$ cat src/rtl/bingo_pkg.sv
// -----------------------------------------------------------------------------
// bingo_pkg
//   Definitions shared by the interboard guess transmitter and receiver:
//   game FSM state codes, board geometry, fail_code encodings, the transmitter
//   state type and the BCD helpers used to validate and convert guesses.
// -----------------------------------------------------------------------------
package bingo_pkg;

    // Game controller state codes seen on cur_game_state
    localparam logic [3:0] GAME_P1_GUESS          = 4'd4;
    localparam logic [3:0] GAME_WAIT_UPDATE_GUESS = 4'd10;

    // Board geometry: 25 cells, 0-based index fits in 5 bits
    localparam int NUM_CELLS = 25;
    localparam int CELL_W    = 5;

    typedef enum logic [1:0] {
        FAIL_NONE      = 2'd0,
        FAIL_INVALID   = 2'd1,
        FAIL_NO_ACK    = 2'd2,
        FAIL_ACK_STUCK = 2'd3
    } fail_code_e;

    typedef enum logic [2:0] {
        TX_IDLE,
        TX_LOAD,
        TX_REQ,
        TX_BACKOFF,
        TX_RELEASE,
        TX_DONE,
        TX_FAIL
    } tx_state_e;

    // Both digits must be decimal for the guess to mean anything
    function automatic logic bcd_digits_ok(input logic [7:0] bcd);
        return (bcd[7:4] <= 4'd9) && (bcd[3:0] <= 4'd9);
    endfunction

    // 10*tens + units, 7 bits wide. Only meaningful when both digits are <= 9.
    function automatic logic [6:0] bcd_to_bin(input logic [7:0] bcd);
        logic [6:0] tens;
        logic [6:0] units;
        tens  = {3'b000, bcd[7:4]};
        units = {3'b000, bcd[3:0]};
        return 7'(tens * 7'd10) + units;
    endfunction

endpackage

$ cat src/rtl/guess_tx_if.sv
// -----------------------------------------------------------------------------
// guess_tx_if
//   Interboard guess link: 4-phase req/ack handshake carrying a cell index.
//   master : the transmitting board (drives tx_req / tx_data)
//   slave  : the receiving board (drives tx_ack)
//   tx_ack is asynchronous to the master's clock.
// -----------------------------------------------------------------------------
interface guess_tx_if;
    import bingo_pkg::*;

    logic              tx_req;
    logic [CELL_W-1:0] tx_data;
    logic              tx_ack;

    modport master (output tx_req, output tx_data, input tx_ack);
    modport slave  (input tx_req, input tx_data, output tx_ack);

endinterface

$ cat src/rtl/sync_2ff.sv
// -----------------------------------------------------------------------------
// sync_2ff
//   Generic 1-bit two-flop synchronizer, asynchronous active-low reset to 0.
//   clk  : destination clock
//   rst  : asynchronous reset, active low
//   d    : asynchronous input
//   q    : synchronized output (two destination clocks of latency)
// -----------------------------------------------------------------------------
module sync_2ff (
    input  logic clk,
    input  logic rst,
    input  logic d,
    output logic q
);

    logic meta;

    always_ff @(posedge clk or negedge rst) begin
        if (!rst) begin
            meta <= 1'b0;
            q    <= 1'b0;
        end else begin
            meta <= d;
            q    <= meta;
        end
    end

endmodule

$ cat src/rtl/guess_tx.sv
// -----------------------------------------------------------------------------
// guess_tx
//   Transmit side of the interboard guess exchange. On a confirmed guess in
//   GAME_P1_GUESS the BCD number is validated, converted to a 0-based cell
//   index and delivered over a 4-phase req/ack handshake with per-phase
//   timeout and bounded retry.
//
//   clk, rst            : clock, asynchronous active-low reset
//   interboard_rst      : synchronous abort from the link (no done/fail pulse)
//   cur_game_state      : game FSM state code
//   send_guess          : one-cycle send request
//   guess_BCD           : [7:4] tens, [3:0] units
//   busy                : high from acceptance until back in IDLE
//   send_done/send_fail : one-cycle result pulses
//   fail_code           : reason of the last failure, held until next accept
//   link                : handshake (tx_req, tx_data out; tx_ack in, async)
// -----------------------------------------------------------------------------
module guess_tx
    import bingo_pkg::*;
#(
    parameter int TIMEOUT_CYCLES = 1000000,
    parameter int BACKOFF_CYCLES = 1000,
    parameter int MAX_RETRY      = 3
) (
    input  logic              clk,
    input  logic              rst,
    input  logic              interboard_rst,
    input  logic [3:0]        cur_game_state,
    input  logic              send_guess,
    input  logic [7:0]        guess_BCD,
    output logic              busy,
    output logic              send_done,
    output logic              send_fail,
    output logic [1:0]        fail_code,
    guess_tx_if.master        link
);

    // One counter serves both the handshake timeout and the backoff wait
    localparam int CNT_MAX = (TIMEOUT_CYCLES > BACKOFF_CYCLES) ? TIMEOUT_CYCLES : BACKOFF_CYCLES;
    localparam int CNT_W   = (CNT_MAX > 0) ? $clog2(CNT_MAX + 1) : 1;
    localparam int RTRY_W  = (MAX_RETRY > 0) ? $clog2(MAX_RETRY + 1) : 1;

    localparam logic [CNT_W-1:0]  TO_LAST   = CNT_W'(TIMEOUT_CYCLES - 1);
    localparam logic [CNT_W-1:0]  BO_LAST   = CNT_W'(BACKOFF_CYCLES - 1);
    localparam logic [RTRY_W-1:0] RETRY_LIM = RTRY_W'(MAX_RETRY);

    tx_state_e         state_q, state_d;
    logic [CNT_W-1:0]  cnt_q;
    logic [RTRY_W-1:0] retry_q, retry_d;
    fail_code_e        fail_code_q, fail_code_d;
    logic [CELL_W-1:0] tx_data_q;
    logic              tx_req_q, busy_q, done_q, fail_q;

    logic              ack_s;
    logic              accept, num_ok, load_en;
    logic              to_hit, bo_hit, cnt_run;
    logic [6:0]        num;

    // Raw tx_ack is asynchronous; nothing below looks at it directly
    sync_2ff u_ack_sync (
        .clk (clk),
        .rst (rst),
        .d   (link.tx_ack),
        .q   (ack_s)
    );

    assign accept = send_guess && (cur_game_state == GAME_P1_GUESS);
    assign num    = bcd_to_bin(guess_BCD);
    assign num_ok = bcd_digits_ok(guess_BCD) && (num >= 7'd1) && (num <= 7'(NUM_CELLS));

    // >= rather than == so a count held past the limit (BACKOFF waiting for
    // ack_s to drop) still reads as expired
    assign to_hit  = (cnt_q >= TO_LAST);
    assign bo_hit  = (cnt_q >= BO_LAST);
    assign cnt_run = (state_q == TX_REQ) || (state_q == TX_BACKOFF) || (state_q == TX_RELEASE);

    // ---------------------------------------------------------------- next state
    always_comb begin
        state_d     = state_q;
        retry_d     = retry_q;
        fail_code_d = fail_code_q;
        load_en     = 1'b0;

        unique case (state_q)
            TX_IDLE: begin
                if (accept) begin
                    if (num_ok) begin
                        // tx_data is captured on the accepting edge so it is
                        // valid for the whole LOAD cycle, one cycle ahead of tx_req
                        state_d     = TX_LOAD;
                        load_en     = 1'b1;
                        fail_code_d = FAIL_NONE;
                    end else begin
                        state_d     = TX_FAIL;
                        fail_code_d = FAIL_INVALID;
                    end
                end
            end
            TX_LOAD: begin
                state_d     = TX_REQ;
                retry_d     = '0;
                fail_code_d = FAIL_NONE;
            end
            TX_REQ: begin
                if (ack_s) begin
                    state_d = TX_RELEASE;
                end else if (to_hit) begin
                    if (retry_q == RETRY_LIM) begin
                        state_d     = TX_FAIL;
                        fail_code_d = FAIL_NO_ACK;
                    end else begin
                        state_d = TX_BACKOFF;
                        retry_d = retry_q + 1'b1;
                    end
                end
            end
            TX_BACKOFF: begin
                // A late ack from the previous attempt must clear before
                // re-requesting, otherwise it would be taken as this attempt's ack
                if (bo_hit && !ack_s) begin
                    state_d = TX_REQ;
                end
            end
            TX_RELEASE: begin
                if (!ack_s) begin
                    state_d = TX_DONE;
                end else if (to_hit) begin
                    state_d     = TX_FAIL;
                    fail_code_d = FAIL_ACK_STUCK;
                end
            end
            TX_DONE: state_d = TX_IDLE;
            TX_FAIL: state_d = TX_IDLE;
            default: state_d = TX_IDLE;
        endcase

        // Link abort wins over everything; fail_code and tx_data are left alone
        if (interboard_rst) begin
            state_d     = TX_IDLE;
            retry_d     = '0;
            fail_code_d = fail_code_q;
            load_en     = 1'b0;
        end
    end

    // ---------------------------------------------------------------- registers
    always_ff @(posedge clk or negedge rst) begin
        if (!rst) begin
            state_q     <= TX_IDLE;
            cnt_q       <= '0;
            retry_q     <= '0;
            fail_code_q <= FAIL_NONE;
            tx_data_q   <= '0;
            tx_req_q    <= 1'b0;
            busy_q      <= 1'b0;
            done_q      <= 1'b0;
            fail_q      <= 1'b0;
        end else begin
            state_q     <= state_d;
            retry_q     <= retry_d;
            fail_code_q <= fail_code_d;

            // Fresh count on every state change; saturates at all-ones
            if (interboard_rst || (state_d != state_q) || !cnt_run) begin
                cnt_q <= '0;
            end else if (cnt_q != {CNT_W{1'b1}}) begin
                cnt_q <= cnt_q + 1'b1;
            end

            if (load_en) begin
                tx_data_q <= CELL_W'(num - 7'd1);
            end

            // Outputs registered from next state so they line up with state_q
            tx_req_q <= (state_d == TX_REQ);
            busy_q   <= (state_d != TX_IDLE);
            done_q   <= (state_d == TX_DONE);
            fail_q   <= (state_d == TX_FAIL);
        end
    end

    assign link.tx_req  = tx_req_q;
    assign link.tx_data = tx_data_q;
    assign busy         = busy_q;
    assign send_done    = done_q;
    assign send_fail    = fail_q;
    assign fail_code    = fail_code_q;

endmodule
$ cat src/flat_wrapper.sv
// flat-port wrapper written by rule: the top's interface ports become plain ports
module guess_tx_flat import bingo_pkg::*;
#(
    parameter int TIMEOUT_CYCLES = 1000000,
    parameter int BACKOFF_CYCLES = 1000,
    parameter int MAX_RETRY      = 3
)
  (clk, rst, interboard_rst, cur_game_state, send_guess, guess_BCD, busy, send_done, send_fail, fail_code, link_tx_req, link_tx_data, link_tx_ack);
  guess_tx_if link_i ();
  input  logic clk;
  input  logic rst;
  input  logic interboard_rst;
  input  logic [3:0] cur_game_state;
  input  logic send_guess;
  input  logic [7:0] guess_BCD;
  output logic busy;
  output logic send_done;
  output logic send_fail;
  output logic [1:0] fail_code;
  output wire logic [$bits(link_i.tx_req)-1:0] link_tx_req;
  output wire logic [$bits(link_i.tx_data)-1:0] link_tx_data;
  input wire logic [$bits(link_i.tx_ack)-1:0] link_tx_ack;
  assign link_tx_req = link_i.tx_req;
  assign link_tx_data = link_i.tx_data;
  assign link_i.tx_ack = link_tx_ack;
  guess_tx #(.TIMEOUT_CYCLES(TIMEOUT_CYCLES), .BACKOFF_CYCLES(BACKOFF_CYCLES), .MAX_RETRY(MAX_RETRY)) u_core (.clk(clk), .rst(rst), .interboard_rst(interboard_rst), .cur_game_state(cur_game_state), .send_guess(send_guess), .guess_BCD(guess_BCD), .busy(busy), .send_done(send_done), .send_fail(send_fail), .fail_code(fail_code), .link(link_i));
endmodule
$ cat config.mk
export PLATFORM = sky130hd
export DESIGN_NAME = guess_tx_flat
export DESIGN_NICKNAME = d
export VERILOG_FILES = /design/src/rtl/bingo_pkg.sv /design/src/rtl/guess_tx_if.sv /design/src/rtl/sync_2ff.sv /design/src/rtl/guess_tx.sv /design/src/flat_wrapper.sv
export SDC_FILE = /design/constraint.sdc
export NUM_CORES = 1
export LEC_CHECK = 0
export CAP_MARGIN = 40
export CORE_MARGIN = 5
export CORE_UTILIZATION = 56
export DETAILED_ROUTE_END_ITERATION = 8
export PLACE_DENSITY = 0.78
export SLEW_MARGIN = 15
export SYNTH_ARGS = -nofsm -noshare
export SYNTH_HDL_FRONTEND = slang
export SYNTH_HIERARCHICAL = 1
export SYNTH_SLANG_ARGS = --single-unit
$ cat constraint.sdc
create_clock -name clk -period 3 [get_ports clk]
set_input_delay 0.6 -clock clk [delete_from_list [all_inputs] [get_ports clk]]
set_output_delay 0.6 -clock clk [all_outputs]
set_load 0.01 [all_outputs]
# After elaboration in Yosys (flattened, before gate mapping)
# Cells that the tools add are included.
# totals
register_bits	38
latch_bits	0
mem_bits_rw	0
mem_bits_ro	0
input_bits	17
out_inout_bits	11
wordCells	90
memories	0
# classes
addsub	4
mul	1
div	0
order_cmp	6
n_eq_ne	20
n_shift	0
muxes	29
bitwise_logic	1
reduce_logical	18
# op_table
operator	n
2-to-1 mux 20 bit	2
2-to-1 mux 3 bit	9
adder 20 x 1 -> 20 bit (second input constant)	1
greater-or-equal comparator 20 x 10 -> 1 bit (second input constant)	1
greater-or-equal comparator 20 bit (second input constant)	1
2-to-1 mux 2 bit	10
inequality test 20 bit (second input constant)	1
one-hot mux 3 bit (5 select lines)	1
== test 3 x 2 -> 1 bit (second input constant)	3
== test 3 bit (second input constant)	3
less-or-equal comparator 4 bit (second input constant)	2
one-hot mux 2 bit (4 select lines)	1
AND reduction 8 bit	1
adder 7 x 4 -> 7 bit	1
greater-or-equal comparator 7 x 1 -> 1 bit (second input constant)	1
less-or-equal comparator 7 x 5 -> 1 bit (second input constant)	1
multiplier 4 x 3 -> 6 bit (second input constant)	1
inequality test 2 x 1 -> 1 bit (second input constant)	3
inequality test 2 bit (second input constant)	3
inequality test 3 bit (second input constant)	2
nonzero test 3 bit	2
logical AND 1 bit	5
2-to-1 mux 1 bit	5
subtractor 5 x 1 -> 5 bit (second input constant)	1
other kinds (14)	18

# Logic depth before layout (Yosys ltp)
# Gate-level depths: netlist of the first run.
# logic_depth
ltp_word	13
depth_mapped	11
depth_no_buf	10

# By module
# The synthesis of the first run kept the hierarchy.
# by_module_without_submodules
module	n_inst	cells_per_inst	area_per_inst_um2	seq_area_each_um2
guess_tx	1	259	2338.5	900.9
sync_2ff	1	2	50.0	50.0

# Worst setup path after synthesis of the first run
# Ideal clock, no wire load.
# synth_path
path_type	input to register
from	input guess_BCD[5]
to	register u_core.tx_data_q[0], in the netlist u_core/link.tx_data[0]
setup_time_ps	125
arrival_time_ps	3381
required_time_ps	2875
setup_slack_ps	-506
path_stages	10
n_path_buf	0
cell_sequence	ha_1 > ha_1 > fa_1 > inv_1 > or4b_1 > mux2_2 > a211oi_2 > nand2_1 > nor3_2 > mux2_2
# synth_between
elab_chain_cells	9
word_cells_on_any_way	12
classes_between	1 x add/sub; 1 x mul; 3 x order compare; 4 x mux; 3 x reduce/logical
# synth_lines
item	line_no	source
from (decl)	flat_wrapper.sv:15	input logic [7:0] guess_BCD;
multiplier 4 x 3 -> 6 bit	bingo_pkg.sv:45	return 7'(tens * 7'd10) + units;
adder 7 x 4 -> 7 bit	bingo_pkg.sv:45	
greater-or-equal comparator 7 x 1 -> 1 bit	guess_tx.sv:69	assign num_ok = bcd_digits_ok(guess_BCD) && (num >= 7'd1) && (num <= 7'(NUM_CELLS));
logical AND 1 bit	guess_tx.sv:69	
logical AND 1 bit (*)	guess_tx.sv:69	
2-to-1 mux 1 bit (*)	guess_tx.sv:87	if (num_ok) begin
2-to-1 mux 1 bit (*)	guess_tx.sv:86	if (accept) begin
2-to-1 mux 1 bit (*)	guess_tx.sv:84	unique case (state_q)
2-to-1 mux 1 bit (*)	guess_tx.sv:138	if (interboard_rst) begin
to (signal assigned)	guess_tx.sv:171	tx_data_q <= CELL_W'(num - 7'd1);
to (decl)	guess_tx.sv:51	logic [CELL_W-1:0] tx_data_q;
# Mark *: on every way between the ends. The rest lies on a longest branch, timed or not.
# A chain may end at the register's enable or synchronous reset.

# Final worst setup path of the first run
# layout_path
from	input guess_BCD[7]
to	register u_core.cnt_q[3]
# layout_between
elab_chain_cells	13
word_cells_on_any_way	17
classes_between	1 x add/sub; 1 x mul; 3 x order compare; 1 x eq/ne; 5 x mux; 6 x reduce/logical
# layout_lines
item	line_no	source
multiplier 4 x 3 -> 6 bit	bingo_pkg.sv:45	
adder 7 x 4 -> 7 bit	bingo_pkg.sv:45	
greater-or-equal comparator 7 x 1 -> 1 bit	guess_tx.sv:69	
logical AND 1 bit	guess_tx.sv:69	
logical AND 1 bit (*)	guess_tx.sv:69	
2-to-1 mux 3 bit (*)	guess_tx.sv:87	
2-to-1 mux 3 bit (*)	guess_tx.sv:86	
one-hot mux 3 bit (5 select lines) (*)	guess_tx.sv:84	
2-to-1 mux 3 bit (*)	guess_tx.sv:138	
via u_core.state_d[0]	guess_tx.sv:47	tx_state_e state_q, state_d;
inequality test 3 bit (*)	guess_tx.sv:164	if (interboard_rst || (state_d != state_q) || !cnt_run) begin
logical OR 1 bit (*) (2 in series)	guess_tx.sv:164	
2-to-1 mux 20 bit or nonzero test 2 bit (tied branches)	-	
to (signal assigned)	guess_tx.sv:167	cnt_q <= cnt_q + 1'b1;
to (decl)	guess_tx.sv:48	logic [CNT_W-1:0] cnt_q;
# Mark *: on every way through the listed nets, which the timed path passes. The rest lies on a longest branch.

==> metrics, run 1 <==
status complete, but fails checks; failing checks negative setup slack; Mapped Area approximately 2400 sq um; skew final 7.21 ps; sequential area share after synthesis between 30 and 40%; Non-Filler Instances between 300 and 400; Max-Cap Viols 0; CP dominant cell by count ha_4; Initial Util 58.9%; Die Height about 75 um; number of global-route vias before repair approximately 2400; final setup violation count 32; maximum clock insertion buffer count 2; top_reg_cell synth dfrtp_1; DR vias roughly 2300; diode count 0; number of synthesis warnings 6; Startpoint Class input port; DR DRC count 0; clock root buffer clkbuf_8; met2 wire length roughly 3600 um; Final period util 114%; DP Worst Slack -1170 ps; initial antenna violation count 0; total global-route track usage 26.7%; CTS tree yes; CP max stage cell or4b_1; Routed Antenna Nets 0; Critical Path Fanout Max 5; largest net degree at the start of global routing 31; dpl hpwl 4250 um; largest family of logic cells by synthesized area simple AND/OR/NAND/NOR gates; count of final hold-check violations 0; r2r startpoint u_core/cnt_q[0]; Setup crit start guess_BCD[7]; placed insts ~360; share of layout cells above drive strength 1 29.2%; Switch Pwr approximately 330 uW; distinct cell type count after synthesis between 40 and 50; Worst Setup Slack, final -418 ps; die area about 5700 sq um; Worst IR Drop VDD 0.288 mV; Synth Area in Simple Gates between 20% and 30%; hold_ws around 160 ps; Switching Share 26.8%; FFs w/ async S/R, synth 100%; drt wl/cell ~18 um; P_int 913 uW; Top Ports 28; Slew Limit Headroom 60.7%; Max Clock Freq about 0.29 GHz; Max Used Layer met4; WL final 6680 um; Layout Utilization a little under nine tenths; RSZ-0062 raised after global routing yes; CTS Buf Count 5; crit path cell chain buf_8 > ha_4 > ha_4 > fa_1 > inv_1 > or4b_1 > mux2_4 > a211oi_4 > a32o_2 > xnor2_4 > buf_4 > buf_6 > buf_16 > nor3_2; Avg Inst Size Synth slightly above 9 sq um; register bit total from synthesis 38; Hold Path Class in2async; vias per inst 6.04; logic gate share of total power around a quarter; CP required approximately 3200 ps; PortBufs 27; slowest stage delay, CP 530 ps; CP Data Arrival Time ~3600 ps; Nets approximately 360; Synth Area in Adders under 10%; worst-margin pin slew 585 ps; Power Total ~1200 uW; Metal-1 WL between 2000 and 3000 um; first-pass GRT wire length approximately 11000 um; post-synthesis mux area share 4.03%; Detailed Routing Iterations Pass 1 4; CP endpoint kind flip-flop; Lkg Pwr about 0.0014 uW; Tmin final approximately 3400 ps; number of synthesized flops with an enable pin 0; Synth Area in XOR/XNOR 8.43%; Die X between 70 and 80 um; Area growth syn-to-layout 46.1%; clk sinks 38; initial DRC count between 150 and 200; Clk Latency, worst-skew pair between 200 and 300 ps; most frequent cells in the layout dfrtp_1, buf_4, clkdlybuf4s50_1, nor2_1, nand2_1; gr ovfl total 0; Synth Instances around 260; std cell rows 23; PD cells 357 nW/um^2; Clock power frac 33.2%; H-tree levels 2; Reg power frac between 40 and 50%; syn nets between 200 and 300; CTS clk-pin slew, worst paths around 80 ps; Placeable Area just over 4000 sq um; DR WL met3 around 370 um; commonest non-fill, non-tap cell in the layout dfrtp_1; Max Slew Vio Count 0; Compound-Gate Fraction of Synth Area a little under an eighth; Setup Crit Path Kind in2reg; RePlAce Congestion 0.934
worst paths after layout:
check,to,depth (start not counted),slack [ps]
max in group asynchronous,u_core/cnt_q[18],2,2410
min in group clk,u_core/u_ack_sync/q,0,390
hold reg to reg,u_core/u_ack_sync/q,0,390
hold / removal,u_core/send_done,1,160
setup reg to reg,u_core/cnt_q[14],9,280
setup / recovery,u_core/cnt_q[3],14,-420
stage by stage:
step,area [sq um],TNS (ps)
after CTS,3440,-10170
after global routing,3490,-13310
after floorplan,2550,-8670
after detailed placement,3090,-32460
after global placement,3070,-30630
final,3490,-10600
kinds of logic after synthesis:
family / Yosys count
AOI/OAI and AO/OA: 43
xor gates and xnor gates: 23
and+or+nand+nor: 118
DFF: 38
muxes: 9
buffers and inverters: 18
adders and majority gates: 12
state kept, by name, summed over array words and instances (netlist names):
register,count
u_core/busy,1
u_core/cnt_q,20
u_core/fail_code,2
u_core/link.tx_data,5
u_core/link.tx_req,1
u_core/retry_q,2
u_core/send_done,1
u_core/send_fail,1
u_core/state_q,3
u_core/u_ack_sync/meta,1
u_core/u_ack_sync/q,1
what timing repair did:
action                                  in CTS  in global routing
hold buffers                                 0                  0
pin swaps                                   12                  2
cloned                                       2                  0
setup buffers                               11                  1
endpoints found under the hold margin        0                  0
gates resized for setup                     34                 11
endpoints found under the setup margin      33                 32
cell type report:
type,count,area [sq um]
Sequential cell,38,951
Timing Repair Buffer,70,714
Inverter,8,30.0
Multi-Input combinational cell,205,1620
Tap cell,50,62.6
Fill cell,231,567
Clock buffer,8,110
power by group through the flow:
stage | Combinational (uW) | Clock [uW] | Sequential, uW
after floorplan | 117 | 0 | 549
after global placement | 239 | 0 | 549
after detailed placement | 250 | 0 | 549
after CTS | 285 | 425 | 539
after global routing | 316 | 450 | 542
final | 293 | 415 | 540
worst max-delay path, delay by kind of cell:
family / cells / cell delay [ps]
fa+ha+maj: 3 / 900
simple gates: 2 / 570
buf+inv: 5 / 550
compound gates: 2 / 510
mux: 1 / 290
xor+xnor: 1 / 160
cells in the mapped netlist (6+ instances only):
cell	count	share of area (%)
inv_1	8	1.3
nor2_1	22	3.5
nand2_1	23	3.6
nand3_1	16	3.4
clkbuf_1	7	1.1
a21oi_1	14	2.9
nand4_1	6	1.6
xnor2_1	6	2.2
xor2_1	17	6.2
nor3_1	25	5.2
dfrtp_1	38	40
ha_1	10	5.2
o21ai_0	9	1.9
per-layer routing:
layer,global-route usage [%],vias to the layer above
li1,-,1075
met1,31.5,1108
met2,46.5,84
met3,5.01,23
met4,13.0,0
met5,0,-
No activity file was read; power rests on OpenSTA's default activity.
==> inputs of run 2 (changes only) <==
ABC_CLOCK_PERIOD_IN_PS = 3000   (was unset)
CELL_PAD_IN_SITES_DETAIL_PLACEMENT = 0   (was unset)
CELL_PAD_IN_SITES_GLOBAL_PLACEMENT = 1   (was unset)
CORE_UTILIZATION = 43   (was 56)
==> metrics, run 2 (same netlist as run 1, synthesis figures left out) <==
status complete, but fails checks; failing checks negative setup slack; CP endpoint kind flip-flop; RSZ-0062 raised after global routing yes; Hold Path Class in2async; Filler Cell Count 480 (+110%); drt wl/cell 14.9 um (-15%); CP required 3180 ps (about the same); number of global-route vias before repair 2165 (-8.4%); Placeable Area 5440 sq um (+34%); first-pass GRT wire length 10300 um (-9.6%); WL final 5840 um (-13%); Top Ports 28 (unchanged); initial antenna violation count 0 (unchanged); hold_ws 227 ps (+71.4 ps); Final period util 107% (-6.6 points); Switching Share 27.3% (+0.47 points); count of final hold-check violations 0 (unchanged); logic gate share of total power 23.4% (about the same); Setup Crit Path Kind in2reg; initial DRC count 120 (-36%); final setup violation count 29 (-9.4%); CP Data Arrival Time 3400 ps (-190 ps); Reg power frac 45.5% (+2.2 points); Worst IR Drop VDD 0.202 mV (-30%); RePlAce Congestion 0.797 (-15%); P_int 860 uW (-5.9%); Largest register FFs 20 (unchanged); std cell rows 27 (+17%); vias per inst 5.40 (-11%); Lkg Pwr 0.00135 uW (-6.5%); clk sinks 38 (unchanged); Detailed Routing Iterations Pass 1 4 (unchanged); worst-margin pin slew 635 ps (+50.3 ps); most frequent cells in the layout dfrtp_1, buf_4, clkdlybuf4s50_1, nor2_1, nand2_1; clock root buffer clkbuf_8; Max-Cap Viols 0 (unchanged); gr ovfl total 0 (unchanged); Nets 347 (-2.8%); maximum clock insertion buffer count 2 (unchanged); DR vias 2113 (-7.7%); commonest non-fill, non-tap cell in the layout dfrtp_1; Tmin final 3220 ps (-199 ps); Slew Limit Headroom 57.3% (-3.4 points); dpl hpwl 4350 um (+2.3%); H-tree levels 2 (unchanged); CTS tree yes; Worst Setup Slack, final -219 ps (+199 ps); Switch Pwr 322 uW (-3.6%); skew final 5.29 ps (-1.92 ps); largest net degree at the start of global routing 25 (-19%); CTS clk-pin slew, worst paths 80 ps (about the same); Largest Register u_core/cnt_q; DR DRC count 0 (unchanged); Clk Latency, worst-skew pair 290 ps (about the same); Clock power frac 31.1% (-2.1 points); Area growth syn-to-layout 40.8%; diode count 0 (unchanged); R2R Setup Slk 510 ps (+230 ps); PD cells 351 nW/um^2 (-1.7%); Startpoint Class input port; Initial Util 43.9% (-15 points); Die X 84.5 um (+12%); die area 7150 sq um (+26%); Max Clock Freq 0.311 GHz (+6.2%); Max Slew Vio Count 0 (unchanged); Critical Path Fanout Max 5 (unchanged); Routed Antenna Nets 0 (unchanged); CTS Buf Count 5 (unchanged); PortBufs 27 (unchanged); setup TNS -4970 ps (+5640 ps); share of layout cells above drive strength 1 27.6% (-1.6 points); total global-route track usage 17.6% (-9.1 points); Die Height 84.5 um (+12%)
run 2: final timing paths:
| kind | start | to | cells past startpoint |
|---|---|---|---|
| worst max register to register | u_core/cnt_q[12] | u_core/busy | 8 |
| worst min register to register | u_core/u_ack_sync/meta | u_core/u_ack_sync/q | 0 |
| worst min-delay path | rst | u_core/busy | 1 |
| worst max-delay path | guess_BCD[7] | u_core/link.tx_data[0] | 12 |
| max in group asynchronous | rst | u_core/cnt_q[17] | 2 |
| min in group clk | u_core/u_ack_sync/meta | u_core/u_ack_sync/q | 0 |
run 2: power by group through the flow:
stage                     Combinational, uW  Clock (uW)  Sequential [uW]
after floorplan                         117           0              549
after CTS                               261         379              537
after global placement                  240           0              548
after detailed placement                247           0              547
final                                   277         368              537
after global routing                    306         404              540
run 2: area by class of cell:
cell class              count  area, sq um  area share, %
clock buffers               7         86.3           2.57
clock inverters             1         5.00          0.149
inverters                   8         30.0          0.893
multi-input cells         205         1620           48.3
flip-flops and latches     38          951           28.3
well taps                  72         90.1           2.68
repair buffers             60          577           17.2
run 2: worst max-delay path, stage by stage:
cell and delay (ps):
buf_8 100, ha_4 240, ha_4 150, fa_1 500, inv_1 40, or4b_1 490
mux2_4 280, a211oi_4 270, nand2_2 120, nor3_4 160, buf_12 140, mux2_4 300
run 2: metrics by stage:
stage | total power (uW) | util (%) | setup slack [ps] | cell area, sq um | cells
finish | 1180 | 61.8 | -219 | 3360 | 391
detailed placement | 795 | 57.2 | -1150 | 3110 | 380
global placement | 788 | 56.7 | -1110 | 3090 | 379
CTS | 1180 | 60.5 | -226 | 3290 | 390
global route | 1250 | 61.8 | -274 | 3360 | 391
floorplan | 666 | - | -460 | 2550 | 261
run 2: repair_timing:
item / CTS / global route
pin swaps: 10 / 9
hold buffers: 0 / 0
setup endpoints to repair: 33 / 30
resized for setup: 31 / 12
buffers inserted: 2 / 3
run 2: per-layer routing:
metal	part of all wire, %	wire length (um)	track usage [%]
met1	46	2670	22.9
met4	0.58	34	5.04
met5	0	0	0
met3	3.8	221	3.93
met2	50	2920	29.2
